**config.mk**
```make
export PLATFORM = sky130hd
export DESIGN_NAME = eae_unit
export DESIGN_NICKNAME = d
export VERILOG_FILES = /design/src/rtl/eae_unit.sv
export SDC_FILE = /design/constraint.sdc
export NUM_CORES = 1
export LEC_CHECK = 0
export CAP_MARGIN = 20
export CORE_MARGIN = 8
export CORE_UTILIZATION = 48
export DETAILED_ROUTE_END_ITERATION = 10
export PLACE_DENSITY = 0.82
export SLEW_MARGIN = 20
export SYNTH_ARGS = -nofsm -noshare
export SYNTH_HDL_FRONTEND = slang
export SYNTH_SLANG_ARGS = --single-unit
```
**constraint.sdc**
```tcl
create_clock -name clock -period 2.85 [get_ports clock]
set_clock_uncertainty 0.2 [all_clocks]
set_input_delay 0.7125 -clock clock [delete_from_list [all_inputs] [get_ports clock]]
set_output_delay 0.7125 -clock clock [all_outputs]
set_load 0.005 [all_outputs]
```
**src/rtl/eae_unit.sv**
```systemverilog
// eae_unit: PDP-8 Extended Arithmetic Element.
// Iterative 12-cycle shift-add multiply (MUL) and restoring divide (DVI), with the
// divide-overflow check done up front so an overflowing DVI finishes in one cycle.
module eae_unit #(
    parameter int unsigned WIDTH = 12
) (
    input  logic             clock,
    input  logic             resetN,
    input  logic             start,
    input  logic             op,
    input  logic [WIDTH-1:0] ac_in,
    input  logic [WIDTH-1:0] mq_in,
    input  logic [WIDTH-1:0] operand,
    output logic             busy,
    output logic             done,
    output logic [WIDTH-1:0] ac_mul,
    output logic [WIDTH-1:0] mq_mul,
    output logic [WIDTH-1:0] ac_dvi,
    output logic [WIDTH-1:0] mq_dvi,
    output logic             link_dvi
);

    typedef enum logic [1:0] {StIdle, StMul, StDiv, StDone} state_t;

    localparam logic [3:0] LastIter = 4'(WIDTH - 1);

    state_t           r_state;
    state_t           w_state_nxt;
    logic [3:0]       r_cnt;
    logic [WIDTH-1:0] r_div;      // latched multiplicand / divisor
    logic [WIDTH-1:0] r_hi;       // P_hi for MUL, remainder R for DVI
    logic [WIDTH-1:0] r_lo;       // P_lo for MUL, quotient Q for DVI
    logic [WIDTH-1:0] r_ac_mul;
    logic [WIDTH-1:0] r_mq_mul;
    logic [WIDTH-1:0] r_ac_dvi;
    logic [WIDTH-1:0] r_mq_dvi;
    logic             r_link_dvi;

    logic             w_ovf;
    logic             w_last;
    logic [WIDTH:0]   w_mul_sum;
    logic [WIDTH-1:0] w_mul_hi;
    logic [WIDTH-1:0] w_mul_lo;
    logic [WIDTH:0]   w_div_rem_sh;
    logic [WIDTH+1:0] w_div_diff;
    logic             w_div_ge;
    logic [WIDTH-1:0] w_div_rem;
    logic [WIDTH-1:0] w_div_q;

    assign w_ovf  = (ac_in >= operand);
    assign w_last = (r_cnt == LastIter);

    // The carry bit only lives between the add and the shift, so it is not stored.
    assign w_mul_sum = {1'b0, r_hi} + (r_lo[0] ? {1'b0, r_div} : '0);
    assign w_mul_hi  = w_mul_sum[WIDTH:1];
    assign w_mul_lo  = {w_mul_sum[0], r_lo[WIDTH-1:1]};

    // R stays below the divisor between iterations, so its top bit is always 0 and only
    // the shifted value needs the extra bit.
    assign w_div_rem_sh = {r_hi, r_lo[WIDTH-1]};
    assign w_div_diff   = {1'b0, w_div_rem_sh} - {2'b00, r_div};
    assign w_div_ge     = ~w_div_diff[WIDTH+1];
    assign w_div_rem    = w_div_ge ? w_div_diff[WIDTH-1:0] : w_div_rem_sh[WIDTH-1:0];
    assign w_div_q      = {r_lo[WIDTH-2:0], w_div_ge};

    // State register.
    always_ff @(posedge clock or negedge resetN) begin
        if (!resetN) begin
            r_state <= StIdle;
        end else begin
            r_state <= w_state_nxt;
        end
    end

    // Next-state decode and status outputs.
    always_comb begin
        w_state_nxt = r_state;
        busy        = 1'b1;
        done        = 1'b0;
        case (r_state)
            StIdle: begin
                busy = 1'b0;
                if (start) begin
                    if (!op)        w_state_nxt = StMul;
                    else if (w_ovf) w_state_nxt = StDone;
                    else            w_state_nxt = StDiv;
                end
            end
            StMul:   if (w_last) w_state_nxt = StDone;
            StDiv:   if (w_last) w_state_nxt = StDone;
            default: begin
                done        = 1'b1;
                w_state_nxt = StIdle;
            end
        endcase
    end

    // Datapath iteration and result registers; results load on the final iteration
    // so they are visible in the DONE cycle.
    always_ff @(posedge clock or negedge resetN) begin
        if (!resetN) begin
            r_cnt      <= '0;
            r_div      <= '0;
            r_hi       <= '0;
            r_lo       <= '0;
            r_ac_mul   <= '0;
            r_mq_mul   <= '0;
            r_ac_dvi   <= '0;
            r_mq_dvi   <= '0;
            r_link_dvi <= 1'b0;
        end else begin
            case (r_state)
                StIdle: begin
                    if (start) begin
                        r_div <= operand;
                        r_cnt <= '0;
                        r_lo  <= mq_in;
                        r_hi  <= op ? ac_in : '0;
                        if (op && w_ovf) begin
                            r_link_dvi <= 1'b1;
                            r_ac_dvi   <= ac_in;
                            r_mq_dvi   <= mq_in;
                        end
                    end
                end
                StMul: begin
                    r_hi  <= w_mul_hi;
                    r_lo  <= w_mul_lo;
                    r_cnt <= w_last ? '0 : r_cnt + 4'd1;
                    if (w_last) begin
                        r_ac_mul <= w_mul_hi;
                        r_mq_mul <= w_mul_lo;
                    end
                end
                StDiv: begin
                    r_hi  <= w_div_rem;
                    r_lo  <= w_div_q;
                    r_cnt <= w_last ? '0 : r_cnt + 4'd1;
                    if (w_last) begin
                        r_ac_dvi   <= w_div_rem;
                        r_mq_dvi   <= w_div_q;
                        r_link_dvi <= 1'b0;
                    end
                end
                default: ;
            endcase
        end
    end

    assign ac_mul   = r_ac_mul;
    assign mq_mul   = r_mq_mul;
    assign ac_dvi   = r_ac_dvi;
    assign mq_dvi   = r_mq_dvi;
    assign link_dvi = r_link_dvi;

endmodule
```
Yosys cells after proc, flatten, opt, wreduce, memory -nomap -nowiden

Cells that the tools add are included.

Input bits: 40
Output and inout port bits: 51
Register bits after elaboration: 91

Bitwise logic cells: 1
$lt $le $gt $ge: 1
Reduce and logical (&&, ||, !) cells: 13
Muxes and demuxes: 29
Equal/unequal tests: 7
$add $sub $neg: 3

Operator list:

| operator              | number |
|---|---|
| $mux W12              | 11 |
| $pmux W12 S3          | 2 |
| $pmux W12 S2          | 2 |
| $sub A13 B12 Y14      | 1 |
| $add A12 B12 Y13      | 1 |
| $ge A12 B12 Y1        | 1 |
| $reduce_and A2 Y1     | 5 |
| $mux W4               | 2 |
| $pmux W4 S2           | 1 |
| $mux W1               | 6 |
| $mux W2               | 3 |
| $ne A2 B2 Y1 const B  | 3 |
| $add A4 B1 Y4 const B | 1 |
| $eq A4 B4 Y1 const B  | 1 |
| $pmux W2 S2           | 1 |
| $reduce_and A4 Y1     | 1 |
| $reduce_bool A2 Y1    | 2 |
| $reduce_bool A3 Y1    | 1 |
| $reduce_or A3 Y1      | 1 |
| $eq A2 B1 Y1 const B  | 1 |
| $eq A2 B2 Y1 const B  | 1 |
| $logic_not A2 Y1      | 1 |
| $ne A2 B1 Y1 const B  | 1 |
| $pmux W1 S2           | 1 |
| 3 further kinds       | 3 |

Depth between registers and ports, before layout

Gate-level depths: netlist of run 1.

Word-level depth: 5
Depth in mapped cells: 12

Least setup slack after synthesis of run 1

No wires, ideal clock.

Kind: input -> register
Start: input port ac_in[0]
End: register r_ac_dvi[0], in the netlist ac_dvi[0]
Setup time: 0.078 ns
Stages on the path: 10
Required time: 2.572 ns
Path slack: 0.000 ns
Data arrival time: 2.572 ns
Cells stage by stage: inv_1 > ha_1 > nand2b_1 > a2111o_1 > a21o_1 > a221oi_2 > nor2_1 > buf_2 > buf_2 > o2bb2ai_1

Longest elaborated chain between the ends: 4
Elaborated cells on any way between the ends: 7
Classes of those cells: order compare: 1; eq/ne: 1; mux: 3; reduce/logical: 2

Ends and longest elaborated chain:

| what                               | RTL line | text |
|---|---|---|
| from (decl)                        | 11       | `input logic [WIDTH-1:0] ac_in,` |
| $ge A12 B12 Y1                     | 50       | `assign w_ovf = (ac_in >= operand);` |
| $logic_and A1 B1 Y1                | 119      | `if (op && w_ovf) begin` |
| $ne A2 B2 Y1 (no source line)      | n/a      |  |
| $reduce_and A4 Y1 (no source line) | n/a      |  |
| to (signal assigned)               | 121      | `r_ac_dvi <= ac_in;` |
| to (signal assigned)               | 140      | `r_ac_dvi <= w_div_rem;` |
| to (decl)                          | 35       | `logic [WIDTH-1:0] r_ac_dvi;` |

Parallel ways exist; a longest one is shown, timed or not. The select of a mux whose other input is x is not followed.
A chain may end at the register's enable or synchronous reset.

Final worst setup path of run 1

Start: register r_div[11]
End: register r_ac_dvi[1], in the netlist ac_dvi[1]

Longest elaborated chain between the ends: 4

Ends and longest elaborated chain:

| what                   | RTL line | text |
|---|---|---|
| from (decl)            | 30       | `logic [WIDTH-1:0] r_div;` |
| from (signal assigned) | 115      | `r_div <= operand;` |
| $sub A13 B12 Y14       | 61       | `assign w_div_diff = {1'b0, w_div_rem_sh} - {2'b00, r_div};` |
| $mux W12               | 63       | `assign w_div_rem = w_div_ge ? w_div_diff[WIDTH-1:0] : w_div_rem_sh[WIDTH-1:0];` |
| $mux W12               | 139      | `if (w_last) begin` |
| $pmux W12 S2           | 112      | `case (r_state)` |

Every way passes these cells. The select of a mux whose other input is x is not followed.

==> key figures, run 1 <==
Pwr
  • Seq pwr share: 22.1%
  • Leakage: 3.67 nW
  • P_sw: 4.65 mW
  • Max VDD drop: 0.000576 V
  • Cell Pwr Density: 1280 nW/um2
  • Clock power share: 12.9%
  • Internal: 5.70 mW
  • Sw Ratio: 44.9%
  • Comb power frac: 65.0%

Clock network
  • Root Buffer: clkbuf_16
  • Clock net sink count: 91
  • Clk buf depth: 2
  • Num CTS Buffers: 9
  • CTS tree: built
  • H-tree depth: 3
  • Number of hold buffers added after CTS: 0
  • Worst-skew pair later-pin latency: 0.35 ns
  • Clk slew on worst S/H paths: 0.07 ns

Global routing
  • First-pass GRT wire length: 29.8 mm
  • Largest net degree at the start of global routing: 44
  • All-Layer GR Usage: 23.6%
  • Total gr overflow: 0
  • Initial antenna violation count: 0
  • Vias in the first global route: 5560

Synthesis
  • Largest family of logic cells by synthesized area: compound AO/OA/AOI/OAI gates
  • Synth async-reset ratio: 100%
  • EDFF count, synth: 0
  • Mapped cell area: 5820 um2
  • Simple-gate portion of the synthesized area: 14.5%
  • Area fraction in compound gates after synthesis: 22.0%
  • Top cell type's share of synthesized area: 39.1%
  • Synthesized flop and latch total: 91
  • Largest area contributor in the synthesized netlist: dfrtp_1
  • Adder-Cell Fraction of Synth Area: 9.50%
  • Seq/Total Area, Yosys: 39.1%
  • Yosys cell types: 60
  • Mapped Cells: 642
  • Syn Area/Cell: 9.07 um2
  • Ys flop type: dfrtp_1
  • Mux contribution to synthesized area: 7.52%
  • Mapped Nets: 725
  • Main area contributors after synthesis: dfrtp_1, ha_1, mux2_2
  • Count of warnings emitted by yosys: 0
  • Synth Area in XOR/XNOR: 2.11%

Worst setup path
  • Top delay family on crit path: compound AO/OA/AOI/OAI gates
  • Crit-path slowest cell: dfrtp_1
  • Crit Path Class: reg2reg
  • CP Cell Sequence: inv_1 > ha_1 > a211oi_2 > nand2_2 > a2111oi_4 > a21o_2 > mux2i_2 > a21oi_1 > mux2_2
  • Startpoint types: flip-flop
  • Worst Reg2Reg Path Length in Cells: 9
  • CP required: 2.89 ns
  • Crit Path Max Fanout: 4
  • CP peak stage delay: 0.42 ns
  • Levels on crit path: 9
  • CP arrival: 2.86 ns
  • Buffers plus inverters on the worst setup path: 1
  • Flop-to-flop setup slack: 0.03 ns
  • Setup crit end kind: flip-flop

Timing
  • Setup violators final: 0
  • Final hold viol count: 0
  • Slew at the pin with the worst max-slew slack: 0.489 ns
  • Slew Viols, Final: 0
  • Crit share post-route: 99.0%
  • Max_slew headroom: 67.0%
  • RSZ-0062 raised after global routing: yes
  • Final min period: 2.82 ns
  • Max frequency: 354 MHz

Route
  • Vias per cell: 6.03
  • Vias: 5685
  • Pre-Repair DR Iteration Count: 5
  • DRC viols: 0
  • DRT antenna net count: 0
  • Initial DRC count: 563
  • WL/cell: 20.8 um
  • Routed wire length: 19.6 mm

Place
  • DP Area: 7360 um2
  • Port bufs: 90
  • Final GP Congestion: 1.01
  • HPWL after DPL: 14.2 mm

Final layout
  • Layout Utilization: 67.9%
  • Ant. Diodes: 0
  • Multi-input gate area: 3520 um2
  • Post-route cell area: 8090 um2
  • Share of layout cells above drive strength 1: 23.0%
  • FF/Latch Area: 2280 um2
  • Final nets: 874
  • Fill cells: 930
  • Layout area overhead: 38.9%

Floorplanning
  • Full die area: 15900 um2
  • Row count: 40
  • Initial Util: 48.9%
  • Die Y: 126 um
  • # IOs: 91
  • Die X: 126 um
  • Core area: 11900 um2

Run
  • Number of max-cap violations: 0

Hold path
  • HP Class: in2async

Outcome
  • Status: finished, final reports clean
## cell families after synthesis
| family | count (synthesis) |
|---|---|
| muxes | 41 |
| buffers and inverters | 76 |
| adders and majority gates | 43 |
| DFF | 91 |
| xor gates and xnor gates | 14 |
| AOI/OAI and AO/OA | 190 |
| and+or+nand+nor | 187 |
## synthesized netlist by cell type, drive strengths merged, types with 2 or more instances
cell	count
dfrtp	91
nand2	64
nor2	62
a21oi	45
inv	43
o21ai	43
ha	41
clkbuf	25
mux2	22
a221oi	21
mux2i	19
and2	14
o31ai	14
xnor2	12
a21o	10
a31oi	10
and3	10
nand2b	9
nand3	9
a211oi	8
buf	8
nor3	6
o21a	6
o22ai	5
a22oi	3
a31o	3
nor2b	3
o21bai	3
or3	3
a21boi	2
fa	2
o2111ai	2
o2bb2ai	2
o41ai	2
or2	2
xor2	2
## area by class of cell
class | instances | area share (%)
multi-input combinational | 475 | 43.5
sequential | 91 | 28.2
timing repair buffer | 171 | 20.1
clock buffer | 9 | 2.78
tap | 147 | 2.27
inverter | 43 | 2.00
clock inverter | 7 | 1.22
## power by group through the flow
stage / logic, mW / registers [mW] / clock network (mW)
2_1_floorplan: 3.53 / 2.08 / 0
3_3_place_gp: 5.83 / 2.21 / 0
3_5_place_dp: 5.95 / 2.22 / 0
4_1_cts: 6.12 / 2.20 / 1.34
5_1_grt: 7.23 / 2.32 / 1.38
6_report: 6.73 / 2.28 / 1.34
## layer usage
layer,track usage (%),share of wire [%],vias to the layer above
li1,-,-,2601
met1,32.0,42,2727
met2,36.3,46,302
met3,4.39,8.6,55
met4,9.34,3.0,0
met5,0,0,-
## worst reg2reg max path: stages, from the launching register on
cell and delay [ns]:
dfrtp_1 0.42, inv_1 0.07, ha_1 0.32, a211oi_2 0.29, nand2_2 0.12, a2111oi_4 0.34, a21o_2 0.27, mux2i_2 0.27
a21oi_1 0.12, mux2_2 0.30
## cell usage in the layout, fill, tap and decap left out, types with 8 or more instances in the layout
cell,synthesis,layout
nand2b_1,9,9
nand3_1,9,8
a221oi_1,19,18
a31oi_1,10,8
mux2i_1,19,16
inv_1,43,43
dfrtp_1,91,91
a21oi_1,44,37
o21ai_0,43,41
ha_1,41,36
a21oi_2,1,8
clkdlybuf4s50_1,0,83
buf_4,0,74
clkbuf_16,0,10
and3_1,9,9
nand2_1,64,62
o31ai_1,14,14
xnor2_1,12,10
nor2_1,62,47
mux2_2,22,22
a21o_1,8,8
nor2_2,0,8
and2_1,14,14
## sequential cells by signal (all words and copies together) (netlist names)
register	cells
ac_dvi	12
r_div	12
r_hi	12
ac_mul	12
mq_dvi	12
r_cnt	4
r_lo	12
r_state	2
link_dvi	1
mq_mul	12
## what timing repair did
| action | in CTS | in global routing |
|---|---|---|
| setup buffers | 3 | 2 |
| gates resized for setup | 11 | 63 |
| pin swaps | 3 | 24 |
| setup endpoints to repair | 30 | 39 |
| gates cloned | 2 | 1 |
## path summary, 6_finish.rpt
check                             end        from
max                         ac_dvi[1]   r_div[11]
min                         mq_mul[6]      resetN
max reg2reg                 ac_dvi[1]   r_div[11]
min reg2reg                ac_mul[11]  ac_mul[11]
max in group asynchronous   ac_mul[8]      resetN
min in group clock         ac_mul[11]  ac_mul[11]
## metrics by stage
| stage | TNS, ns | setup WS (ns) | total power, mW | instances | hold slack (ns) |
|---|---|---|---|---|---|
| 6_report | 0 | 0.0288 | 10.3 | 943 | 0.0899 |
| 5_1_grt | -0.169 | -0.0372 | 10.9 | 943 | 0.115 |
| 4_1_cts | -0.637 | -0.0884 | 9.66 | 941 | 0.0958 |
| 3_5_place_dp | -14.55 | -0.614 | 8.17 | 920 | 0.274 |
| 3_3_place_gp | -12.51 | -0.534 | 8.04 | 920 | 0.268 |
| 2_1_floorplan | 0 | 0.000311 | 5.61 | 642 | 0.217 |
Note: power is estimated with default switching activity, not from simulation.
==> run 2, diff against run 1 <==
PLACE_DENSITY = 0.79   (was 0.82)
clock period = 3.2 ns   (was 2.85 ns; I/O delays follow)
==> key figures, run 2 (synthesized netlist as in run 1, its figures left out) <==
Timing
  • Slew at the pin with the worst max-slew slack: 0.687 ns (was 0.489 ns)
  • Slew Viols, Final: 0 (unchanged)
  • Setup violators final: 0 (unchanged)
  • Final min period: 3.02 ns (was 2.82 ns)
  • Max_slew headroom: 54.1% (was 67.0%)
  • Crit share post-route: 94.4% (was 99.0%)
  • Max frequency: 331 MHz (was 354 MHz)
  • Final hold viol count: 0 (unchanged)
  • RSZ-0062 raised after global routing: no (was yes)

Clock network
  • Clk buf depth: 2 (unchanged)
  • PostCTS Resize Cnt: 0 (was 11)
  • CTS tree: built (unchanged)
  • # Post-CTS Setup Buffers: 0 (was 3)
  • Root Buffer: clkbuf_16 (unchanged)
  • Clk slew on worst S/H paths: 0.07 ns (about the same)
  • Number of hold buffers added after CTS: 0 (unchanged)
  • Worst-skew pair later-pin latency: 0.34 ns (was 0.35 ns)
  • H-tree depth: 3 (unchanged)
  • Num CTS Buffers: 9 (unchanged)
  • Clock net sink count: 91 (unchanged)

Route
  • Routed wire length: 17.7 mm (was 19.6 mm)
  • DRC viols: 0 (unchanged)
  • Pre-Repair DR Iteration Count: 5 (unchanged)
  • Vias: 5359 (was 5685)
  • DRT antenna net count: 0 (unchanged)
  • WL/cell: 19.7 um (was 20.8 um)
  • Vias per cell: 5.98 (was 6.03)
  • Initial DRC count: 535 (was 563)

Global routing
  • Initial antenna violation count: 0 (unchanged)
  • Total gr overflow: 0 (unchanged)
  • GRT met1 Usage: 29.8% (was 32.0%)
  • Grt peak-use layer: met2 (unchanged)
  • First-pass GRT wire length: 28.2 mm (was 29.8 mm)
  • Vias in the first global route: 5294 (was 5560)
  • Met3 usage: 4.64% (was 4.39%)
  • Largest net degree at the start of global routing: 57 (was 44)
  • All-Layer GR Usage: 22.1% (was 23.6%)
  • Met2 GRT Util: 34.8% (was 36.3%)

Worst setup path
  • CP arrival: 3.08 ns (was 2.86 ns)
  • Flop-to-flop setup slack: 0.18 ns (was 0.03 ns)
  • Startpoint types: flip-flop (unchanged)
  • FF-to-FF End: r_hi[9] (was ac_dvi[1])
  • Setup crit end kind: flip-flop (unchanged)
  • Crit Path Class: reg2reg (unchanged)
  • CP endpoint: r_hi[9] (was ac_dvi[1])
  • Reg-to-Reg Start: r_div[0] (was r_div[11])
  • CP required: 3.26 ns (was 2.89 ns)
  • Critical path startpoint: r_div[0] (was r_div[11])
  • Worst Reg2Reg Path Length in Cells: 11 (was 9)
  • Crit Path Max Fanout: 3 (was 4)

Place
  • HPWL after DPL: 13.3 mm (was 14.2 mm)
  • DP Area: 7060 um2 (was 7360 um2)
  • Port bufs: 90 (unchanged)
  • Final GP Congestion: 1.02 (was 1.01)

Final layout
  • Commonest non-fill, non-tap cell in the layout: dfrtp_1 (unchanged)
  • Final nets: 827 (was 874)
  • Commonest non-fill, non-tap cells in the layout: dfrtp_1, clkdlybuf4s50_1, nand2_1, nor2_1, a21oi_1 (was dfrtp_1, clkdlybuf4s50_1, buf_4, nand2_1, nor2_1)
  • Post-route cell area: 7380 um2 (was 8090 um2)
  • Ant. Diodes: 0 (unchanged)
  • Layout Utilization: 61.9% (was 67.9%)
  • Share of layout cells above drive strength 1: 11.5% (was 23.0%)
  • Layout area overhead: 26.7% (was 38.9%)

Run
  • Number of max-cap violations: 0 (unchanged)

Hold path
  • HP Class: in2async (unchanged)

Floorplanning
  • Full die area: 15900 um2 (unchanged)
  • Die X: 126 um (unchanged)
  • Core area: 11900 um2 (unchanged)
  • # IOs: 91 (unchanged)
  • Row count: 40 (unchanged)
  • Initial Util: 48.9% (unchanged)
  • Die Y: 126 um (unchanged)

Outcome
  • Status: finished, final reports clean (unchanged)

Pwr
  • Leakage: 3.33 nW (was 3.67 nW)
  • Max VDD drop: 0.000424 V (was 0.000576 V)
  • Cell Pwr Density: 1070 nW/um2 (was 1280 nW/um2)
  • Tot Pwr: 7.88 mW (was 10.3 mW)
run 2: cell count changes in the layout (fill, tap and decap cells not counted), moves of 4 or more:
cell / previous run / this run
buf_4: 74 / 32
a21oi_1: 37 / 44
nor2_1: 47 / 61
nor2_4: 7 / 1
ha_1: 36 / 40
clkdlybuf4s50_1: 83 / 88
a21oi_2: 8 / 1
nor2_2: 8 / 0
run 2: report_power, final:
part	internal, mW	leakage (nW)	switching [mW]
Sequential	1.56	1.15	0.447
Combinational	2.08	2.04	2.69
Clock	0.617	0.146	0.478
run 2: final cells by class:
class / count / area [um2]
fillers: 1021 / 4530
well taps: 147 / 184
flip-flops and latches: 91 / 2280
clock inverters: 6 / 73.8
repair buffers: 124 / 1190
inverters: 43 / 161
clock buffers: 10 / 229
multi-input cells: 475 / 3260
run 2: worst max-delay path, stage by stage (launching register included):
cell and delay, ns:
dfrtp_1 0.43, and2_1 0.18, ha_1 0.22, inv_1 0.08, fa_1 0.21, nor2b_1 0.07
o31a_1 0.29, o41ai_1 0.38, o21ai_0 0.26, xnor2_1 0.35, a22oi_1 0.10, o22ai_1 0.16
run 2: worst min-delay path by stage:
stage | slack, ns | endpoint | from
floorplan | 0.26 | r_div[2] | r_div[2]
global placement | 0.27 | ac_mul[0] | ac_mul[0]
detailed placement | 0.27 | ac_mul[11] | ac_mul[11]
CTS | 0.22 | mq_mul[6] | resetN
global route | 0.24 | mq_mul[5] | resetN
finish | 0.21 | mq_mul[4] | resetN
run 2: metrics by stage:
step / std cells / setup slack (ns) / hold WS, ns / setup TNS (ns)
global placement: 880 / -0.257 / 0.267 / -5.76
detailed placement: 880 / -0.322 / 0.275 / -7.20
finish: 896 / 0.178 / 0.208 / 0
CTS: 896 / 0.0309 / 0.219 / 0
global route: 896 / 0.0479 / 0.242 / 0
floorplan: 642 / 0.263 / 0.263 / 0
run 2: layer usage:
metal	share of wire (%)	vias to the layer above
met2	46	244
li1	-	2507
met1	44	2591
met5	0	-
met3	8.8	17
met4	1.3	0
==> run 3, diff against run 2 <==
CAP_MARGIN = default   (was 20)
HOLD_SLACK_MARGIN = 0.05   (was default)
clock period = 3.3 ns   (was 3.2 ns; I/O delays follow)
==> key figures, run 3 (synthesized netlist as in run 1, its figures left out) <==
Worst setup path
  • CP endpoint: ac_dvi[7] (was r_hi[9])
  • Worst Reg2Reg Path Length in Cells: 11 (unchanged)
  • Flop-to-flop setup slack: 0.24 ns (was 0.18 ns)
  • CP peak stage delay: 0.49 ns (was 0.43 ns)
  • Startpoint types: input port (was flip-flop)
  • Setup crit end kind: flip-flop (unchanged)
  • Critical path startpoint: operand[0] (was r_div[0])
  • FF-to-FF End: r_hi[10] (was r_hi[9])
  • CP Cell Sequence: clkdlybuf4s50_1 > ha_1 > nand2b_1 > a2111o_1 > a21o_1 > a221oi_4 > nor2_4 > buf_12 > nor2_1 > a31oi_1 (was and2_1 > ha_1 > inv_1 > fa_1 > nor2b_1 > o31a_1 > o41ai_1 > o21ai_0 > xnor2_1 > a22oi_1 > o22ai_1)
  • Crit-path slowest cell: clkdlybuf4s50_1 (was dfrtp_1)
  • Reg-to-Reg Start: r_lo[11] (was r_div[0])
  • CP required: 3.32 ns (was 3.26 ns)
  • CP arrival: 3.14 ns (was 3.08 ns)
  • Crit Path Class: in2reg (was reg2reg)
  • Crit Path Max Fanout: 11 (was 3)

Timing
  • Max_slew headroom: 41.4% (was 54.1%)
  • Hold WS: 0.280 ns (was 0.208 ns)
  • Max frequency: 321 MHz
  • Slew at the pin with the worst max-slew slack: 0.877 ns (was 0.687 ns)
  • Final hold viol count: 0 (unchanged)
  • Slew Viols, Final: 0 (unchanged)
  • RSZ-0062 raised after global routing: no (unchanged)
  • Crit share post-route: 94.4%
  • Setup violators final: 0 (unchanged)
  • Final min period: 3.12 ns
  • Setup TNS: 0 ns (unchanged)

Pwr
  • Max VDD drop: 0.000459 V (was 0.000424 V)
  • Tot Pwr: 7.62 mW (was 7.88 mW)
  • Leakage: 3.33 nW (about the same)
  • Cell Pwr Density: 1030 nW/um2 (was 1070 nW/um2)

Clock network
  • Clock net sink count: 91 (unchanged)
  • CTS tree: built (unchanged)
  • Root Buffer: clkbuf_16 (unchanged)
  • Clk slew on worst S/H paths: 0.07 ns (about the same)
  • Number of hold buffers added after CTS: 0 (unchanged)
  • Clk buf depth: 2 (unchanged)
  • H-tree depth: 3 (unchanged)
  • Worst-skew pair later-pin latency: 0.34 ns (about the same)
  • Num CTS Buffers: 9 (unchanged)

Route
  • Pre-Repair DR Iteration Count: 5 (unchanged)
  • DRC viols: 0 (unchanged)
  • Routed wire length: 17.5 mm (was 17.7 mm)
  • Vias per cell: 5.95 (was 5.98)
  • WL/cell: 19.7 um (about the same)
  • Vias: 5299 (was 5359)
  • Initial DRC count: 456 (was 535)
  • DRT antenna net count: 0 (unchanged)

Global routing
  • Total gr overflow: 0 (unchanged)
  • Vias in the first global route: 5301 (was 5294)
  • Grt peak-use layer: met2 (unchanged)
  • GRT met1 Usage: 28.9% (was 29.8%)
  • Initial antenna violation count: 0 (unchanged)
  • Met3 usage: 4.56% (was 4.64%)
  • All-Layer GR Usage: 21.8% (was 22.1%)
  • First-pass GRT wire length: 27.9 mm (was 28.2 mm)
  • Largest net degree at the start of global routing: 92 (was 57)
  • Met2 GRT Util: 34.7% (was 34.8%)

Floorplanning
  • Core area: 11900 um2 (unchanged)
  • Row count: 40 (unchanged)
  • Full die area: 15900 um2 (unchanged)
  • Die X: 126 um (unchanged)
  • Initial Util: 48.9% (unchanged)
  • Die Y: 126 um (unchanged)
  • # IOs: 91 (unchanged)

Outcome
  • Status: finished, final reports clean (unchanged)

Hold path
  • HP Class: reg2reg (was in2async)

Place
  • Port bufs: 90 (unchanged)
  • Final GP Congestion: 1.00 (was 1.02)
  • HPWL after DPL: 13.2 mm (was 13.3 mm)

Run
  • Number of max-cap violations: 0 (unchanged)

Final layout
  • Fill cells: 1034 (was 1021)
  • Ant. Diodes: 0 (unchanged)
  • Layout area overhead: 27.0% (was 26.7%)
  • Final nets: 822 (was 827)
  • Commonest non-fill, non-tap cells in the layout: dfrtp_1, clkdlybuf4s50_1, nand2_1, nor2_1, a21oi_1 (unchanged)
  • Share of layout cells above drive strength 1: 11.0% (was 11.5%)
  • Commonest non-fill, non-tap cell in the layout: dfrtp_1 (unchanged)
==> run 3: changes by cell type in the layout (fill, tap and decap cells not counted) <==
cell / change
clkbuf_16: +2
o21ai_1: +1
xnor2_1: -1
xnor2_2: +1
inv_6: +2
clkinv_2: -1
inv_8: -2
o21ai_0: -1
clkbuf_8: +2
buf_4: -7
clkinv_4: -1
==> run 3: stage by stage <==
step                util [%]  cell area, um2  setup slack, ns  instances
floorplan                  -            5820            0.338        642
global placement        58.7            7000           -0.196        872
detailed placement      58.7            7000           -0.276        872
CTS                     61.3            7310           0.0780        888
global route            62.0            7390           0.0642        891
finish                  62.0            7390            0.184        891
==> run 3: how the worst min path moves through the flow <==
stage                          from  slack [ns]  cells past startpoint   endpoint
final                     ac_mul[5]        0.28                      2  ac_mul[5]
after global routing      ac_mul[5]        0.31                      2  ac_mul[5]
after CTS                 ac_mul[8]        0.29                      2  ac_mul[8]
after detailed placement  ac_mul[8]        0.27                      2  ac_mul[8]
after global placement    ac_mul[0]        0.27                      2  ac_mul[0]
after floorplan            r_div[2]        0.26                      2   r_div[2]
==> run 3: final cells by class <==
type	instances	area (um2)	share of cell area (%)
clock inverters	4	55.1	0.745
flip-flops and latches	91	2280	30.8
multi-input cells	475	3270	44.2
well taps	147	184	2.49
clock buffers	12	256	3.47
inverters	43	161	2.18
repair buffers	119	1190	16.1
==> run 3: critical path, delay by kind of cell <==
kind,cells,cell delay [ns]
adder cells (fa/ha/maj),1,0.23
AO/OA/AOI/OAI,4,1.00
buffers and inverters,2,0.68
AND/OR/NAND/NOR,3,0.40
==> run 3: repair_timing <==
item,4_1_cts,5_1_grt
setup buffers,0,1
endpoints found under the setup margin,0,11
gates resized for setup,0,5
==> run 3: per-layer routing <==
layer  wire length, um  up-vias
met5                 0        -
met4               340        0
met3              1660       28
met2              7940      246
met1              7570     2534
li1                  -     2491
==> run 3: power breakdown <==
part | switching (mW) | internal, mW
logic | 2.58 | 1.97
registers | 0.458 | 1.52
clock network | 0.457 | 0.635
total | 3.50 | 4.12
